**src/rtl/ag32gbd_buffer_sched.sv**
```systemverilog
// Pixel/host write scheduler: one-byte skid, request/hold handshakes, frame flip.
// Optional AG32GBD_SCHED_OVERFLOW_EN adds a sticky dropped-byte flag.
module ag32gbd_buffer_sched (
    input  logic       sys_clock,
    input  logic       resetn,
    input  logic       PixelValid,
    input  logic [7:0] PixelData,
    input  logic       FrameStart,
    output logic       PixelReady,
    input  logic       HostRegWrite,
    input  logic [9:0] HostRegAddr,
    input  logic [7:0] HostRegData,
    output logic       HostRegAck,
    output logic       RequestWriteReg,
    output logic [9:0] RegWriteAddr,
    output logic [7:0] RegWriteData,
    output logic       RequestWriteBuffer,
    output logic [9:0] BufferWriteOffset,
    output logic [7:0] BufferWriteData,
    output logic       FlipBuffer,
    output logic       FrameDone,
    output logic [7:0] FrameCount,
    output logic       Overflow
);

    typedef enum logic [2:0] {
        S_IDLE,
        S_REG_REQ,
        S_REG_HOLD,
        S_PIX_REQ,
        S_PIX_HOLD,
        S_FLIP_WAIT
    } state_t;

    state_t     r_state;
    logic [3:0] r_cnt;
    logic       r_skid_full;
    logic [7:0] r_skid_data;
    logic [7:0] r_offset;
    logic       r_fs_seen;
    logic       r_req_reg;
    logic [9:0] r_reg_addr;
    logic [7:0] r_reg_data;
    logic       r_ack;
    logic       r_req_buf;
    logic [7:0] r_buf_off;
    logic [7:0] r_buf_data;
    logic       r_flip;
    logic       r_done;
    logic [7:0] r_fcount;

    logic       w_accept;
    logic [7:0] w_off_now;

    assign w_accept  = PixelValid && !r_skid_full;
    // A FrameStart in the same cycle as a pixel launch already counts.
    assign w_off_now = FrameStart ? 8'd0 : r_offset;

    always_ff @(posedge sys_clock) begin
        if (!resetn) begin
            r_skid_full <= 1'b0;
            r_skid_data <= 8'd0;
        end else if (r_state == S_PIX_REQ) begin
            r_skid_full <= 1'b0;
        end else if (w_accept) begin
            r_skid_full <= 1'b1;
            r_skid_data <= PixelData;
        end
    end

    always_ff @(posedge sys_clock) begin
        if (!resetn) begin
            r_state    <= S_IDLE;
            r_cnt      <= 4'd0;
            r_offset   <= 8'd0;
            r_fs_seen  <= 1'b0;
            r_req_reg  <= 1'b0;
            r_reg_addr <= 10'd0;
            r_reg_data <= 8'd0;
            r_ack      <= 1'b0;
            r_req_buf  <= 1'b0;
            r_buf_off  <= 8'd0;
            r_buf_data <= 8'd0;
            r_flip     <= 1'b0;
            r_done     <= 1'b0;
            r_fcount   <= 8'd0;
        end else begin
            r_req_reg <= 1'b0;
            r_req_buf <= 1'b0;
            r_ack     <= 1'b0;
            r_done    <= 1'b0;
            if (FrameStart) begin
                r_offset <= 8'd0;
            end
            unique case (r_state)
                S_IDLE: begin
                    if (HostRegWrite) begin
                        r_state    <= S_REG_REQ;
                        r_req_reg  <= 1'b1;
                        r_reg_addr <= HostRegAddr;
                        r_reg_data <= HostRegData;
                    end else if (r_skid_full) begin
                        r_state    <= S_PIX_REQ;
                        r_req_buf  <= 1'b1;
                        r_buf_off  <= w_off_now;
                        r_buf_data <= r_skid_data;
                        r_fs_seen  <= 1'b0;
                    end
                end
                S_REG_REQ: begin
                    r_state <= S_REG_HOLD;
                    r_cnt   <= 4'd0;
                end
                S_REG_HOLD: begin
                    r_cnt <= r_cnt + 4'd1;
                    if (r_cnt == 4'd1) begin
                        r_ack <= 1'b1;
                    end
                    if (r_cnt == 4'd2) begin
                        r_state <= S_IDLE;
                    end
                end
                S_PIX_REQ: begin
                    r_state <= S_PIX_HOLD;
                    r_cnt   <= 4'd0;
                    if (FrameStart) begin
                        r_fs_seen <= 1'b1;
                    end
                end
                S_PIX_HOLD: begin
                    r_cnt <= r_cnt + 4'd1;
                    if (FrameStart) begin
                        r_fs_seen <= 1'b1;
                    end
                    // A frame restart during the write cancels both the
                    // offset advance and any frame completion.
                    if (r_cnt == 4'd2) begin
                        if (r_fs_seen || FrameStart) begin
                            r_state <= S_IDLE;
                        end else begin
                            r_offset <= r_buf_off + 8'd1;
                            if (r_buf_off == 8'hFF) begin
                                r_state  <= S_FLIP_WAIT;
                                r_cnt    <= 4'd0;
                                r_flip   <= !r_flip;
                                r_done   <= 1'b1;
                                r_fcount <= r_fcount + 8'd1;
                            end else begin
                                r_state <= S_IDLE;
                            end
                        end
                    end
                end
                S_FLIP_WAIT: begin
                    r_cnt <= r_cnt + 4'd1;
                    if (r_cnt == 4'd11) begin
                        r_state <= S_IDLE;
                    end
                end
                default: begin
                    r_state <= S_IDLE;
                end
            endcase
        end
    end

`ifdef AG32GBD_SCHED_OVERFLOW_EN
    logic r_ovf;

    always_ff @(posedge sys_clock) begin
        if (!resetn) begin
            r_ovf <= 1'b0;
        end else if (FrameStart) begin
            r_ovf <= 1'b0;
        end else if (PixelValid && r_skid_full) begin
            r_ovf <= 1'b1;
        end
    end

    assign Overflow = r_ovf;
`else
    assign Overflow = 1'b0;
`endif

    assign PixelReady         = !r_skid_full;
    assign HostRegAck         = r_ack;
    assign RequestWriteReg    = r_req_reg;
    assign RegWriteAddr       = r_reg_addr;
    assign RegWriteData       = r_reg_data;
    assign RequestWriteBuffer = r_req_buf;
    assign BufferWriteOffset  = {2'b00, r_buf_off};
    assign BufferWriteData    = r_buf_data;
    assign FlipBuffer         = r_flip;
    assign FrameDone          = r_done;
    assign FrameCount         = r_fcount;

endmodule
```
**config.mk**
```make
export PLATFORM = sky130hd
export DESIGN_NAME = ag32gbd_buffer_sched
export DESIGN_NICKNAME = d
export VERILOG_FILES = /design/src/rtl/ag32gbd_buffer_sched.sv
export SDC_FILE = /design/constraint.sdc
export NUM_CORES = 1
export LEC_CHECK = 0
export CAP_MARGIN = 20
export CORE_MARGIN = 2
export CORE_UTILIZATION = 55
export CTS_BUF_LIST = sky130_fd_sc_hd__clkbuf_4
export DETAILED_ROUTE_END_ITERATION = 16
export DONT_BUFFER_PORTS = 1
export GPL_TIMING_DRIVEN = 0
export PLACE_DENSITY = 0.7
export SYNTH_ARGS = -nofsm -noshare
export SYNTH_HDL_FRONTEND = slang
export SYNTH_SLANG_ARGS = --single-unit
```
**constraint.sdc**
```tcl
create_clock -name sys_clock -period 2.75 [get_ports sys_clock]
set_clock_uncertainty 0.1 [all_clocks]
set_input_delay 0.275 -clock sys_clock [delete_from_list [all_inputs] [get_ports sys_clock]]
set_output_delay 0.275 -clock sys_clock [all_outputs]
set_load 0.01 [all_outputs]
```
Word-level counts from Yosys, hierarchy flattened:

Cells that the tools add are included.

* word-level logic and storage cells: 87
* input bits: 31
* output and inout bits: 51
* flip-flop bits (word level): 72

* $add $sub $neg: 3
* multiplexer cells: 24
* reductions and logical operators: 21
* equality and inequality tests: 16
* bitwise operators: 7

Operator list (number)
* 8-bit 2-to-1 mux: 4
* 3-bit 2-to-1 mux: 7
* 3-bit one-hot mux with 6 select lines: 1
* 8-bit by 1-bit adder with 8-bit output, second input constant: 2
* 4-bit 2-to-1 mux: 3
* 4-bit one-hot mux with 3 select lines: 1
* 4-bit AND reduction: 3
* 2-bit inequality test, second input constant: 5
* 8-bit equality test, second input constant: 1
* 2-bit AND reduction: 4
* 2-bit OR reduction: 4
* 1-bit 2-to-1 mux: 7
* 1-bit NOT: 7
* 3-bit by 2-bit equality test with 1-bit output, second input constant: 2
* 3-bit equality test, second input constant: 2
* 4-bit by 1-bit adder with 4-bit output, second input constant: 1
* 4-bit by 1-bit equality test with 1-bit output, second input constant: 1
* 4-bit by 2-bit equality test with 1-bit output, second input constant: 1
* 4-bit equality test, second input constant: 1
* 4-bit OR reduction: 1
* 3-bit by 1-bit equality test with 1-bit output, second input constant: 1
* 3-bit zero test: 1
* 3-bit inequality test, second input constant: 1
* 3-bit AND reduction: 1
* other kinds (8): 9

Logic depth before layout (Yosys ltp):

* depth in word-level cells: 5
* mapped depth: 8

Worst setup path before layout:

Ideal clock, no wire load.

* path kind: reg2reg
* from: register r_cnt[0]
* to: register r_fcount[5] (netlist: FrameCount[5])
* required time: 2.580 ns
* data arrival time: 1.906 ns
* path slack: 0.674 ns
* library setup time: 0.070 ns
* path buffers: 1
* stages on the path, launching flop included: 8
* cells stage by stage: dfxtp_1 inv_1 ha_1 or3b_1 or2_4 buf_6 or4_1 a21oi_1

* word-level cells in the longest chain between the ends: 2

Ends and longest elaborated chain
* start: declaration: RTL line 36 `logic [3:0] r_cnt;`
* start signal: assignment: RTL line 115 `r_cnt <= r_cnt + 4'd1;`
* start signal: assignment: RTL line 131 `r_cnt <= r_cnt + 4'd1;`
* start signal: assignment: RTL line 155 `r_cnt <= r_cnt + 4'd1;`
* 4-bit by 2-bit equality test with 1-bit output: RTL line 137 `if (r_cnt == 4'd2) begin`
* 4-bit AND reduction (no line)
* end signal: assignment: RTL line 147 `r_fcount <= r_fcount + 8'd1;`
* end: declaration: RTL line 50 `logic [7:0] r_fcount;`

No other way between the ends.
A chain may end at the register's enable or synchronous reset.

Final worst setup path:

* from: register r_state[1]
* to: register r_buf_off[7]

* word-level cells in the longest chain between the ends: 2

Ends and longest elaborated chain
* start: declaration: RTL line 35 `state_t r_state;`
* start signal: assignment: RTL line 73 `r_state <= S_IDLE;`
* start signal: assignment: RTL line 98 `r_state <= S_REG_REQ;`
* start signal: assignment: RTL line 103 `r_state <= S_PIX_REQ;`
* 3-bit zero test: RTL line 95 `unique case (r_state)`
* 3-bit AND reduction (no line)
* end signal: assignment: RTL line 105 `r_buf_off <= w_off_now;`
* end: declaration: RTL line 46 `logic [7:0] r_buf_off;`

No other way between the ends.

==> results_dict.tcl <==
set metrics [dict create \
    synth_xor_area_share_pct 2.34 \
    synthesis.area_mm2 0.00300 \
    antennaDiodeCount 0 \
    grt-ovfl-total 0 \
    utilization_pct 67.7 \
    crit_path_start "r_state[1]" \
    critical_path_arrival_ns 2.67 \
    finalWorstSetupSlack_ns 0.318 \
    synthAdderAreaFrac_pct 2.09 \
    grt_pass1_wl_um 11500 \
    synth-compound-area-share_pct 14.8 \
    fillCellCount 454 \
    ir_worst_vdd_mv 0.335 \
    place_congestion 0.881 \
    clk_latency_ns 0.42 \
    power.leakage_nw 1.27 \
    post_cts_buffers 0 \
    dpl_cell_area_mm2 0.00310 \
    slew_viol_final 0 \
    fin_area_mm2 0.00350 \
    postCtsHoldBufs 29 \
    reg2reg_slack_ns 0.32 \
    synthMuxAreaShare_pct 3.67 \
    period_needed_ns 2.43 \
    port-buffer-count 0 \
    hp-class "primary input to flip-flop" \
    cap_violations 0 \
    row_count 26 \
    drt_wl_total_um 7040 \
    r2r_end "r_buf_off[7]" \
    grt_max_degree 13 \
    fin_crit_sh_pct 88.4 \
    die_area_mm2 0.00606 \
    critPathCapture "r_buf_off[7]" \
    tritoncts "done" \
    start_kind "flip-flop" \
    synthSimpleGateAreaFrac_pct 24.1 \
    synth-async-reset-ratio_pct 0 \
    grt_usage_pct 24.2 \
    postSynthRegisterBits 72 \
    yosys.cell_types.count 47 \
    start_util_pct 58.0 \
    worstReg2RegStart "r_state[1]" \
    cts-root-buf "clkbuf_4" \
    synth.avg_cell_area_um2 8.52 \
    slew_headroom_pct 42.3 \
    fmax_mhz 411 \
    num_vias 2577 \
    route.detailed.drc 0 \
    synth_top_family_by_area "simple AND/OR/NAND/NOR gates" \
    die_w_um 77.9 \
    hpwl_um 4560 \
    seqCellArea_mm2 0.00144 \
    synth_warnings 0 \
    first_pass_iters 4 \
    fin_nets 430 \
    clk_pin_slew_worst_paths_ns 0.12 \
    cts-buffers-inserted 9 \
    most-common-layout-cells "dfxtp_1, nand2_1, a21oi_1" \
    drt_iter0_drc 98 \
    powerDensity_mw_per_mm2 620 \
    setup_violations 0 \
    viasPerCell 5.49 \
    placed_cells 424 \
    place_ws_ns 0.353 \
    synth.area.top_cells "dfxtp_1, nand2_1, a21oi_1, mux2i_1, nand3b_1" \
    core_area_mm2 0.00517 \
    crit_path_max_fanout 10 \
    synth_cells 352 \
    grt_pass1_vias 2461 \
    yosysTopAreaCellShare_pct 48.0 \
    htreeDepth 3 \
    drive_gt1_share_pct 5.76 \
    ant_nets 0 \
    synth_ff_type "dfxtp_1" \
    worstRegToRegCells 6 \
    die_h_um 77.9 \
    clk_path_buf_depth 2 \
    tightest_slew_ns 0.859 \
    io_pins 82 \
    finalSetupTns_ns 0 \
    antenna_found_initial 0 \
    wire_per_inst_um 15.0 \
    multiInputGateArea_mm2 0.00142 \
    worstSetupPathType "flip-flop to flip-flop" \
    required_ns 2.99 \
    synth-edff-count 0 \
    cts.sinks 72 \
    area_growth_syn_to_layout_pct 16.7 \
    status "finished, final reports clean" \
    synth-seq-area-share_pct 48.0 \
    cts-resized-gates 0 \
    yosysTopAreaCell "dfxtp_1" \
    final_cells 469 \
    rsz0062_at_grt "no" \
    crit_path_end_kind "flip-flop" \
    hold_violations 0 \
]
==> registers in the layout, summed over array words and instances, names as in the netlist, 3 cells and up <==
name	count
BufferWriteData	8
FrameCount	8
RegWriteAddr	10
RegWriteData	8
r_buf_off	8
r_cnt	4
r_offset	8
r_skid_data	8
r_state	3
==> logic make-up (layout without fill, tap and decap cells) <==
family | after synthesis | in the layout
simple gates | 148 | 148
fa+ha+maj | 5 | 5
other cells | 1 | 3
flops | 72 | 72
compound gates | 76 | 76
buf+inv | 31 | 76
xor+xnor | 8 | 8
mux | 11 | 11
==> area by class of cell <==
cell class / instances / share of cell area (%)
inverter: 6 / 0.643
clock inverter: 5 / 0.965
multi-input combinational: 251 / 40.6
buffer: 25 / 3.47
sequential: 72 / 41.2
timing repair buffer: 29 / 8.29
clock buffer: 11 / 2.36
tap: 70 / 2.50
==> per-layer routing <==
layer | share of wire [%] | vias up | GRT usage (%)
met1 | 44 | 1199 | 29.7
li1 | - | 1291 | -
met4 | 0.77 | 0 | 9.64
met2 | 47 | 83 | 40.1
met5 | 0 | - | 0
met3 | 7.7 | 4 | 6.86
==> power breakdown <==
group          switching (mW)  total [mW]  internal (mW)
Sequential             0.0750        1.19           1.12
Combinational           0.239       0.405          0.166
Clock                   0.371       0.576          0.205
Total                   0.685        2.17           1.49
==> through the flow <==
stage	hold slack, ns	power, mW
finish	0.0771	2.17
global route	0.0732	2.28
CTS	0.0630	2.18
detailed placement	0.318	1.58
global placement	0.314	1.56
floorplan	0.311	1.49
==> worst min-delay path by stage <==
| stage | to | from | slack (ns) | cells after the start |
|---|---|---|---|---|
| 2_1_floorplan | RegWriteAddr[0] | HostRegAddr[0] | 0.31 | 2 |
| 3_3_place_gp | RegWriteAddr[0] | HostRegAddr[0] | 0.31 | 2 |
| 3_5_place_dp | r_skid_full | PixelValid | 0.32 | 1 |
| 4_1_cts | r_state[1] | HostRegWrite | 0.06 | 3 |
| 5_1_grt | r_state[0] | resetn | 0.07 | 2 |
| 6_report | r_state[1] | HostRegWrite | 0.08 | 3 |
==> synth_stat cells (all sizes together), types with 2 or more instances <==
| cell type | n |
|---|---|
| dfxtp | 72 |
| nand2 | 72 |
| a21oi | 47 |
| nor2 | 20 |
| clkbuf | 17 |
| mux2i | 11 |
| nand3b | 11 |
| buf | 8 |
| nand3 | 8 |
| o21ai | 7 |
| a211oi | 6 |
| inv | 6 |
| nor3 | 6 |
| o31ai | 6 |
| or4 | 6 |
| ha | 5 |
| xor2 | 5 |
| and2 | 3 |
| nand2b | 3 |
| nor2b | 3 |
| or3 | 3 |
| xnor2 | 3 |
| a21o | 2 |
| and4 | 2 |
| nand4 | 2 |
| or3b | 2 |
==> critical path, cell delays in order (launching register included) <==
cell      delay [ns]
dfxtp_1         0.35
nor3_1          0.70
and2_0          0.21
clkbuf_1        0.30
clkbuf_1        0.40
nand3b_1        0.12
a21oi_1         0.16
No activity file was read; power rests on OpenSTA's default activity.
==> edit: new RTL, config.mk and constraints unchanged <==
Encoding of `state_t`: now one-hot (6 bits for 6 states).
--- a/src/rtl/ag32gbd_buffer_sched.sv
+++ b/src/rtl/ag32gbd_buffer_sched.sv
@@ -24,11 +24,11 @@
 );
 
-    typedef enum logic [2:0] {
-        S_IDLE,
-        S_REG_REQ,
-        S_REG_HOLD,
-        S_PIX_REQ,
-        S_PIX_HOLD,
-        S_FLIP_WAIT
+    typedef enum logic [5:0] {
+        S_IDLE      = 6'b000001,
+        S_REG_REQ   = 6'b000010,
+        S_REG_HOLD  = 6'b000100,
+        S_PIX_REQ   = 6'b001000,
+        S_PIX_HOLD  = 6'b010000,
+        S_FLIP_WAIT = 6'b100000
     } state_t;
 
Function: same outputs for any inputs over 4 cycles, from zero or initial values and one cycle with resetn low; so few cycles prove little.
==> edit against the unedited design <==
Fmax decreased by 0.61%. Cell count increased by 5.1%. Worst setup slack got worse by 0.015 ns. Routed wire length rose by 13%. First-iteration DRC count rose by 19%. Total power is 5.2% lower. Sequential cell count rose by 3. Global-route usage is 1.2 points higher. Largest cell class is now multi-input combinational cells. Design area grew 9.3%. Critical path depth unchanged. Synthesized area rose by 10%.
==> edit: results (changes against the unedited design) <==
stage;metric;value;unit;change
setup_path;Worst path max stage delay;0.49;ns;-0.21 ns
global_routing;gr usage total;25.47;%;+1.2 points
synth;top cells by area, synth;dfxtp_1 45%, mux2i_1 9.1%, nor2_1 5.5%, a21oi_1 4.5%, nand2_1 4.2%;;
layout;Non-clk invs;8;;+2
layout;Seq area share;39.24;%;-1.9 points
setup_path;arrival time worst endpoint;2.68;ns;about the same
timing;worst slew pin tran;0.6931;ns;-0.1656 ns
global_routing;vias in the first global route;2651;;+7.7%
clocking;H-tree Lvls;3;;unchanged
layout;max reg flops;10;;unchanged
clocking;worst skew pair latency;0.42;ns;about the same
synth;sequential cell area fraction in the yosys report;45.49;%;-2.6 points
synth;YS warnings;0;;unchanged
layout;clkbuf count;9;;-2
layout;Antenna diodes;0;;unchanged
synth;ys async rst share;0;%;unchanged
worst_hold_path;Hold Path Class;in2reg;;
layout;Clock-cell share;3.107;%;-0.22 points
place;Inst Count DP;447;;+5.4%
clocking;postcts setup bufs;0;;unchanged
synth;multiplexer area fraction after synthesis;9.098;%;+5.4 points
synth;fraction of the mapped netlist area in adder cells;1.895;%;-0.19 points
route;WL/cell;16.14;µm;+7.6%
layout;share of post-route cells with drive strength above 1;8.612;%;+2.8 points
outcome;outcome;completed;;
pwr;Int Power;1.447;mW;-2.7%
layout;final non-filler cell total;493;;+5.1%
synth;compound-cell area share of the yosys netlist;12.21;%;-2.6 points
pwr;Peak VDD IR;0.3953;mV;+18%
synth;synth cell count leaders;75 x dfxtp_1, 48 x nor2_1, 37 x nand2_1;;
layout;multi-input gates;262;;+4.4%
clocking;Longest Clk Path Bufs;2;;unchanged
route;drt via density;5.623;;+2.3%
clocking;root buffer cell;clkbuf_4;;
layout;area of the multi-input gates;1634;µm²;+15%
pwr;Pleak;1.438;nW;+13%
setup_path;Critical Path Fanout Max;10;;unchanged
route;DRT iter0 DRCs;117;;+19%
synth;Yosys cell types;47;;unchanged
synth;xor/xnor cell area share of the yosys netlist;2.388;%;+0.053 points
place;buffers added on ports;0;;unchanged
global_routing;initial antenna violation count;0;;unchanged
global_routing;global-route wire length before repair;12.76;mm;+11%
global_routing;largest net degree at the start of global routing;15;;+2
synth;Synth Instances;370;;+5.1%
layout;non-clock buffer share of cell area;11.71;%;-0.047 points
layout;Non-clock buffers;57;;+5.6%
setup_path;Crit path max-delay family;simple AND/OR/NAND/NOR gates;;
place;Placer Congestion;0.8540;;-3.0%
timing;Final TNS setup;0;ns;unchanged
route;1st-pass router iterations;4;;unchanged
place;HPWL Detailed;5.175;mm;+13%
clocking;Reg clk slew, reported paths;0.15;ns;+0.03 ns
layout;Layout fillers;482;;+6.2%
layout;FFs & Latches;75;;+4.2%
setup_path;slowest CP cell;dfxtp_1;;
## edit: power groups by stage
stage	registers, mW	clock network [mW]	logic (mW)
after floorplan	1.18	0	0.193
after global placement	1.19	0	0.227
after detailed placement	1.19	0	0.234
after CTS	1.17	0.620	0.269
after global routing	1.18	0.670	0.302
final	1.17	0.613	0.275
## edit: what timing repair did
item,4_1_cts,5_1_grt
endpoints found under the hold margin,39,0
hold buffers,30,0
gates resized for setup,0,1
setup endpoints to repair,0,2
## edit: worst paths after layout
path,start,end,slack (ns),cells past startpoint
max,r_buf_off[0]$_SDFFE_PN0P_,FrameCount[7]$_SDFFE_PN0P_,0.30,6
min,HostRegWrite,r_state[2]$_SDFFE_PN0P_,0.06,3
max reg2reg,r_buf_off[0]$_SDFFE_PN0P_,FrameCount[7]$_SDFFE_PN0P_,0.30,6
min reg2reg,r_skid_data[4]$_SDFFE_PN0P_,BufferWriteData[4]$_SDFFE_PN0P_,0.37,2
## edit: through the flow
step	instance area [µm²]	total power, mW	hold WS, ns	util (%)	worst slack [ns]
6_report	3826	2.059	0.05820	65.40	0.3027
5_1_grt	3826	2.148	0.07237	65.40	0.1147
4_1_cts	3821	2.058	0.02709	65.31	0.1972
3_5_place_dp	3402	1.425	0.3290	58.15	0.2420
3_3_place_gp	3402	1.419	0.3203	58.15	0.2367
2_1_floorplan	3308	1.378	0.3189	-	0.6870
## edit: per-layer routing
| layer | vias to the layer above | part of all wire [%] | routed length, µm | track usage (%) |
|---|---|---|---|---|
| li1 | 1380 | - | - | - |
| met3 | 13 | 7.0 | 554 | 8.681 |
| met5 | - | 0 | 0 | 0 |
| met2 | 90 | 45 | 3582 | 37.30 |
| met1 | 1289 | 46 | 3652 | 34.56 |
| met4 | 0 | 2.1 | 167 | 10.00 |
